===== src/rtl/mac_tx_sched.sv =====
// Frame-granular round-robin TX scheduler in front of the RMII MAC FIFO.
// Admits one frame at a time, enforces the IFG, and drops the tail on underrun.
module mac_tx_sched #(
  parameter int unsigned IFG_CYCLES = 48
) (
  input  logic        rmii_refclk,
  input  logic        rstn,
  input  logic        ch0_valid,
  input  logic [31:0] ch0_data,
  input  logic [2:0]  ch0_bytes,
  input  logic        ch0_last,
  output logic        ch0_ready,
  input  logic        ch1_valid,
  input  logic [31:0] ch1_data,
  input  logic [2:0]  ch1_bytes,
  input  logic        ch1_last,
  output logic        ch1_ready,
  input  logic        fifo_tx_full,
  input  logic        fifo_tx_empty,
  output logic        fifo_tx_wr,
  output logic [34:0] fifo_tx_wdata,
  input  logic        rmii_txen,
  output logic [1:0]  tx_grant,
  output logic        tx_busy,
  output logic        tx_done,
  output logic        tx_done_ch,
  output logic        tx_underrun
);

  typedef enum logic [2:0] {
    S_IDLE,
    S_XFER,
    S_DROP,
    S_WAIT,
    S_GAP
  } state_t;

  localparam logic [7:0] GAP_LOAD = 8'(IFG_CYCLES - 1);

  state_t      state_q, state_d;
  logic [1:0]  grant_q, grant_d;
  logic        rr_ptr_q, rr_ptr_d;
  logic        txen_d1_q;
  logic [7:0]  gap_q, gap_d;
  logic        done_q, done_d;
  logic        unr_q, unr_d;
  logic        done_ch_q, done_ch_d;

  logic        sel;
  logic        c_valid;
  logic [31:0] c_data;
  logic [2:0]  c_bytes;
  logic        c_last;
  logic [2:0]  bcnt;
  logic        txen_fall;
  logic        rdy;
  logic        acc;
  logic        win;

  always_comb begin
    sel       = grant_q[1];
    c_valid   = sel ? ch1_valid : ch0_valid;
    c_data    = sel ? ch1_data  : ch0_data;
    c_bytes   = sel ? ch1_bytes : ch0_bytes;
    c_last    = sel ? ch1_last  : ch0_last;
    txen_fall = txen_d1_q & ~rmii_txen;
    // Byte count is only meaningful on the last word; out-of-range means full.
    if (!c_last || c_bytes == 3'd0 || c_bytes > 3'd4)
      bcnt = 3'd4;
    else
      bcnt = c_bytes;
  end

  always_comb begin
    state_d   = state_q;
    grant_d   = grant_q;
    rr_ptr_d  = rr_ptr_q;
    gap_d     = gap_q;
    done_d    = 1'b0;
    unr_d     = 1'b0;
    done_ch_d = done_ch_q;
    rdy       = 1'b0;
    acc       = 1'b0;
    win       = 1'b0;
    fifo_tx_wr = 1'b0;
    unique case (state_q)
      S_IDLE: begin
        if (fifo_tx_empty && !rmii_txen &&
            (ch0_valid || ch1_valid)) begin
          win      = (ch0_valid && ch1_valid) ? rr_ptr_q : ch1_valid;
          grant_d  = win ? 2'b10 : 2'b01;
          rr_ptr_d = ~win;
          state_d  = S_XFER;
        end
      end
      S_XFER: begin
        rdy        = ~fifo_tx_full;
        acc        = c_valid & rdy;
        fifo_tx_wr = acc;
        if (txen_fall) begin
          unr_d     = 1'b1;
          done_ch_d = sel;
          if (acc && c_last) begin
            state_d = S_GAP;
            grant_d = 2'b00;
            gap_d   = GAP_LOAD;
          end else begin
            state_d = S_DROP;
          end
        end else if (acc && c_last) begin
          state_d = S_WAIT;
        end
      end
      S_DROP: begin
        rdy = 1'b1;
        if (c_valid && c_last) begin
          state_d = S_GAP;
          grant_d = 2'b00;
          gap_d   = GAP_LOAD;
        end
      end
      S_WAIT: begin
        if (txen_fall) begin
          done_d    = 1'b1;
          done_ch_d = sel;
          state_d   = S_GAP;
          grant_d   = 2'b00;
          gap_d     = GAP_LOAD;
        end
      end
      S_GAP: begin
        if (gap_q == 8'd0)
          state_d = S_IDLE;
        else
          gap_d = gap_q - 8'd1;
      end
      default: state_d = S_IDLE;
    endcase
  end

  always_ff @(posedge rmii_refclk or negedge rstn) begin
    if (!rstn) begin
      state_q   <= S_IDLE;
      grant_q   <= 2'b00;
      rr_ptr_q  <= 1'b0;
      txen_d1_q <= 1'b0;
      gap_q     <= 8'd0;
      done_q    <= 1'b0;
      unr_q     <= 1'b0;
      done_ch_q <= 1'b0;
    end else begin
      state_q   <= state_d;
      grant_q   <= grant_d;
      rr_ptr_q  <= rr_ptr_d;
      txen_d1_q <= rmii_txen;
      gap_q     <= gap_d;
      done_q    <= done_d;
      unr_q     <= unr_d;
      done_ch_q <= done_ch_d;
    end
  end

  assign ch0_ready     = rdy & grant_q[0];
  assign ch1_ready     = rdy & grant_q[1];
  assign fifo_tx_wdata = fifo_tx_wr ? {bcnt, c_data} : 35'd0;
  assign tx_grant      = grant_q;
  assign tx_busy       = (state_q != S_IDLE);
  assign tx_done       = done_q;
  assign tx_done_ch    = done_ch_q;
  assign tx_underrun   = unr_q;

endmodule


===== config.mk =====
export PLATFORM = sky130hd
export DESIGN_NAME = mac_tx_sched
export DESIGN_NICKNAME = d
export VERILOG_FILES = /design/src/rtl/mac_tx_sched.sv
export SDC_FILE = /design/constraint.sdc
export NUM_CORES = 1
export LEC_CHECK = 0
export BUFFER_PORTS_ARGS = -buffer_cell sky130_fd_sc_hd__clkbuf_2
export CORE_MARGIN = 5
export CORE_UTILIZATION = 44
export DETAILED_ROUTE_END_ITERATION = 8
export GPL_TIMING_DRIVEN = 0
export PLACE_DENSITY = 0.9
export SYNTH_ARGS = -nofsm -noshare
export SYNTH_HDL_FRONTEND = slang
export SYNTH_SLANG_ARGS = --single-unit

===== constraint.sdc =====
create_clock -name rmii_refclk -period 4.9 [get_ports rmii_refclk]
set_clock_uncertainty 0.15 [all_clocks]
set_input_delay 0.245 -clock rmii_refclk [delete_from_list [all_inputs] [get_ports rmii_refclk]]
set_output_delay 0.245 -clock rmii_refclk [all_outputs]
set_load 0.03 [all_outputs]

; After elaboration in Yosys (flattened, before gate mapping)
; Cells that the tools add are included.
; W data, S select, Z words.
[totals]
inputBits = 79
register_bits = 18
output_inout_bits = 44
[op_classes]
reduce_logical = 22
magnitude_cmp = 1
eq_ne = 12
add_sub_neg = 1
bitwise_logic = 7
muxes = 33
[op_table]
columns = cell, n
row1 = $mux W8, 5
row2 = $mux W35, 1
row3 = $mux W32, 1
row4 = $pmux W8 S4, 1
row5 = $mux W3, 9
row6 = $pmux W3 S5, 1
row7 = $ne A2 B2 Y1 const B, 7
row8 = $mux W2, 6
row9 = $reduce_and A6 Y1, 2
row10 = $logic_not A8 Y1, 1
row11 = $pmux W2 S4, 1
row12 = $reduce_bool A4 Y1, 2
row13 = $sub A8 B1 Y8 const B, 1
row14 = $mux W1, 7
row15 = $eq A3 B2 Y1 const B, 2
row16 = $logic_not A3 Y1, 2
row17 = $logic_and A1 B1 Y1, 5
row18 = $reduce_and A5 Y1, 1
row19 = $and A1 B1 Y1, 4
row20 = $reduce_and A2 Y1, 2
row21 = $eq A3 B1 Y1 const B, 1
row22 = $eq A3 B3 Y1 const B, 1
row23 = $gt A3 B3 Y1 const B, 1
row24 = $logic_or A1 B1 Y1, 3
row25 = other kinds (6), 9

; Depth between registers and ports, before layout
[depth]
ltp_word = 6
mapped_depth = 7
mapped_depth_nobuf = 7

; Worst setup path before layout
; OpenSTA, ideal clock, no wires.
[synth_timing]
path_kind = reg2out
from = register state_q[1]
to = output port fifo_tx_wdata[32]
t_arrival_ps = 2085
path_buffers = 1
slack_ps = 2420
stages_incl_launch_ff = 6
path_cell_list = dfrtp_1 or3b_1 or3_1 buf_2 nand2b_4 nor3_1
[synth_between]
elab_chain_cells = 3
[synth_lines]
columns = element, line_no
row1 = "start, declared", 40  ; state_t state_q, state_d;
row2 = "start signal, assigned", 152  ; state_q <= state_d;
row3 = $eq A3 B1 Y1, 86  ; unique case (state_q)
row4 = $mux W1, 86
row5 = $mux W35, 165  ; assign fifo_tx_wdata = fifo_tx_wr ? {bcnt, c_data} : 35'd0;
row6 = "end, declared", 21  ; output logic [34:0] fifo_tx_wdata,
; Every way passes these cells.

; Final worst setup path
[layout_timing]
from = register state_q[1]
to = output port fifo_tx_wdata[9]
; Same word-level chain as after synthesis.

==> results.sh <==
export IMPL_status="finished clean"
export IMPL_vias=1981
export IMPL_rsz0062_at_grt="false"
export IMPL_cts_sinks=18
export IMPL_dp_hpwl_um=4793
export IMPL_synth_cell_area_um2=1702
export IMPL_place_inst=373
export IMPL_postCtsResizedCells=0
export IMPL_syn_inst=203
export IMPL_cp_arrival_ps=2150
export IMPL_grt_ovfl_total=0
export IMPL_numCtsBuffers=3
export IMPL_place_ws_ps=2627
export IMPL_fin_crit_ps=2546
export IMPL_relSlewSlack_pct=54.79
export IMPL_multi_input_area_um2=1139
export IMPL_final_period_utilization_pct=51.96
export IMPL_track_usage_pct=21.86
export IMPL_async_flop_share_pct=100.0
export IMPL_fp_coreArea_um2=3716
export IMPL_final_max_slew_viol_count=0
export IMPL_clockBufferDepth=2
export IMPL_worst_slew_pin_transition_ps=678.2
export IMPL_diodes=0
export IMPL_r2r_cells=7
export IMPL_power_leakage_nw=1.298
export IMPL_worstHoldPathType="input port to register"
export IMPL_drtAntennaViolNets=0
export IMPL_final_cells=378
export IMPL_peakVddDrop_uv=325.7
export IMPL_drt_iter0_markers=138
export IMPL_gp_congestion=0.8599
export IMPL_power_density_nw_per_um2=411.8
export IMPL_finalSetupViolCount=0
export IMPL_port_buffers=122
export IMPL_area_growth_pct=43.24
export IMPL_register_area_um2=450.4
export IMPL_drive_gt1_share_pct=43.64
export IMPL_htreeDepth=1
export IMPL_max_freq_ghz=0.3928
export IMPL_grt_pass1_vias=2078
export IMPL_io_pins=123
export IMPL_synth_edf_count=0
export IMPL_drcViolationCount=0
export IMPL_final_cell_area_um2=2437
export IMPL_n_fill_cell=312
export IMPL_hold_viol=0
export IMPL_maxCapViolations=0
export IMPL_post_cts_buffers=0
export IMPL_synth_area_per_cell_um2=8.382
export IMPL_wl_per_cell_um=14.91
export IMPL_start_util_pct=45.79
export IMPL_synth_seq_cells=18
export IMPL_die_y_um=72.19
export IMPL_crit_fanout=10
export IMPL_layout_setup_ws_ps=2354
export IMPL_crit_required_ps=4510
export IMPL_crit_type="register to output pin"
export IMPL_cp_end_kind="output pin"
export IMPL_clkTransAtPathRegs_ps=60
export IMPL_ys_types=46
export IMPL_vias_per_cell=5.241
export IMPL_cts_tree="done"
export IMPL_min_path_cells=1
export IMPL_wl_um=5637
export IMPL_dpl_cell_area_um2=2372
export IMPL_dieArea_um2=5211
export IMPL_cts_root_buf="clkbuf_8"
export IMPL_clk_latency_ps=250
export IMPL_nets=412
export IMPL_cp_start_kind="register"
export IMPL_ys_flop_type="dfrtp_1"
export IMPL_synth_warnings=0
export IMPL_row_count=22
export IMPL_drt_first_pass_iters=4
export IMPL_syn_nets=284
export IMPL_grt_pass1_wl_um=9211
export IMPL_antenna_found_initial=0
export IMPL_grt_max_degree=19
export IMPL_ys_seq_area_share_pct=26.47
export IMPL_tns_ps=0
export IMPL_die_w_um=72.19
==> worst max-delay path: stages (launching register included) <==
cell	delay [ps]
dfrtp_1	400
or3b_1	420
or3_1	350
buf_2	170
buf_2	190
nor2_1	140
clkbuf_2	220
==> per-layer routing <==
metal	global-route usage (%)	share of wire [%]
met5	0	0
met2	37.71	52
met3	3.463	4.3
met4	7.724	2.1
met1	27.42	41
==> repair_timing <==
item                       4_1_cts  5_1_grt
hold buffers                     1        0
setup endpoints to repair        0        0
hold endpoints to repair        18        0
==> registers in the layout, summed over array words and instances, names as in the netlist <==
| signal | flops |
|---|---|
| gap_q | 8 |
| state_q | 3 |
| tx_grant | 2 |
| rr_ptr_q | 1 |
| tx_done | 1 |
| tx_done_ch | 1 |
| tx_underrun | 1 |
| txen_d1_q | 1 |
==> final cells by class <==
class	instances	share of cell area, %
Clock buffer	4	2.259
Buffer	13	2.618
Inverter	13	2.002
Timing Repair Buffer	123	25.46
Sequential cell	18	18.48
Multi-Input combinational cell	159	46.71
Tap cell	48	2.464
==> final timing paths <==
kind	startpoint	endpoint	slack (ps)
min reg2reg	tx_grant[0]$_DFFE_PN0P_	tx_grant[0]$_DFFE_PN0P_	400
min	rmii_txen	txen_d1_q$_DFF_PN0_	20
max	state_q[1]$_DFFE_PN0P_	fifo_tx_wdata[9]	2350
min in group asynchronous	rstn	state_q[2]$_DFFE_PN0P_	330
max in group asynchronous	rstn	tx_done$_DFF_PN0_	3950
max reg2reg	gap_q[0]$_DFFE_PN0P_	gap_q[2]$_DFFE_PN0P_	2640
==> synth_stat cells, drive strengths merged (3+ instances only) <==
cell	n	area share [%]
nor2	41	9.0
mux2i	39	23
dfrtp	18	26
inv	13	2.9
a21oi	11	3.5
buf	11	3.3
nor3	7	2.1
and2	4	1.5
mux2	4	2.6
nor2b	4	1.5
o22ai	4	1.5
nand3	3	0.88
o21ai	3	0.88
or3	3	1.1
or3b	3	1.5
==> cell families after synthesis <==
kind of cell | Yosys count | share of synthesized area (%)
and+or+nand+nor | 82 | 26.03
buffers and inverters | 26 | 6.618
muxes | 43 | 25.59
xor gates and xnor gates | 1 | 0.5148
adders and majority gates | 2 | 1.470
AOI/OAI and AO/OA | 31 | 13.31
DFF | 18 | 26.47
==> power breakdown <==
group / switching [W] / internal, W / total, W
logic: 0.000376 / 0.000270 / 0.000646
clock network: 0.0000485 / 0.0000714 / 0.000120
registers: 0.0000395 / 0.000198 / 0.000238
==> metrics by stage <==
stage | hold slack, ps | power, W | utilization, %
CTS | 18.90 | 0.001005 | 65.59
floorplan | -200.6 | 0.0007250 | -
global placement | 57.58 | 0.0008637 | 63.84
global route | 30.13 | 0.001081 | 65.59
detailed placement | 64.09 | 0.0008796 | 63.84
finish | 24.00 | 0.001004 | 65.59
==> layout by cell type, fill, tap and decap left out, types with 2 or more instances in the layout <==
| cell type | synthesis | layout |
|---|---|---|
| mux2i_1 | 39 | 39 |
| o22ai_1 | 4 | 4 |
| clkbuf_1 | 2 | 2 |
| mux2_2 | 4 | 4 |
| buf_2 | 6 | 6 |
| a22oi_1 | 2 | 2 |
| a41oi_1 | 2 | 2 |
| or3_1 | 3 | 3 |
| nor2b_1 | 4 | 4 |
| o21ai_0 | 2 | 2 |
| buf_4 | 2 | 2 |
| nand4b_1 | 2 | 2 |
| o211a_1 | 2 | 2 |
| clkbuf_2 | 0 | 122 |
| and2_1 | 4 | 4 |
| or3b_1 | 2 | 2 |
| buf_1 | 3 | 3 |
| dfrtp_1 | 18 | 18 |
| nand3_1 | 3 | 3 |
| clkbuf_8 | 0 | 4 |
| nor3_1 | 7 | 7 |
| inv_1 | 13 | 13 |
| nor2_1 | 41 | 41 |
| a31oi_1 | 2 | 2 |
| nand2_1 | 2 | 2 |
| ha_1 | 2 | 2 |
| a21oi_1 | 10 | 10 |
| nand4_1 | 2 | 2 |
(Power assumes the default switching activity.)
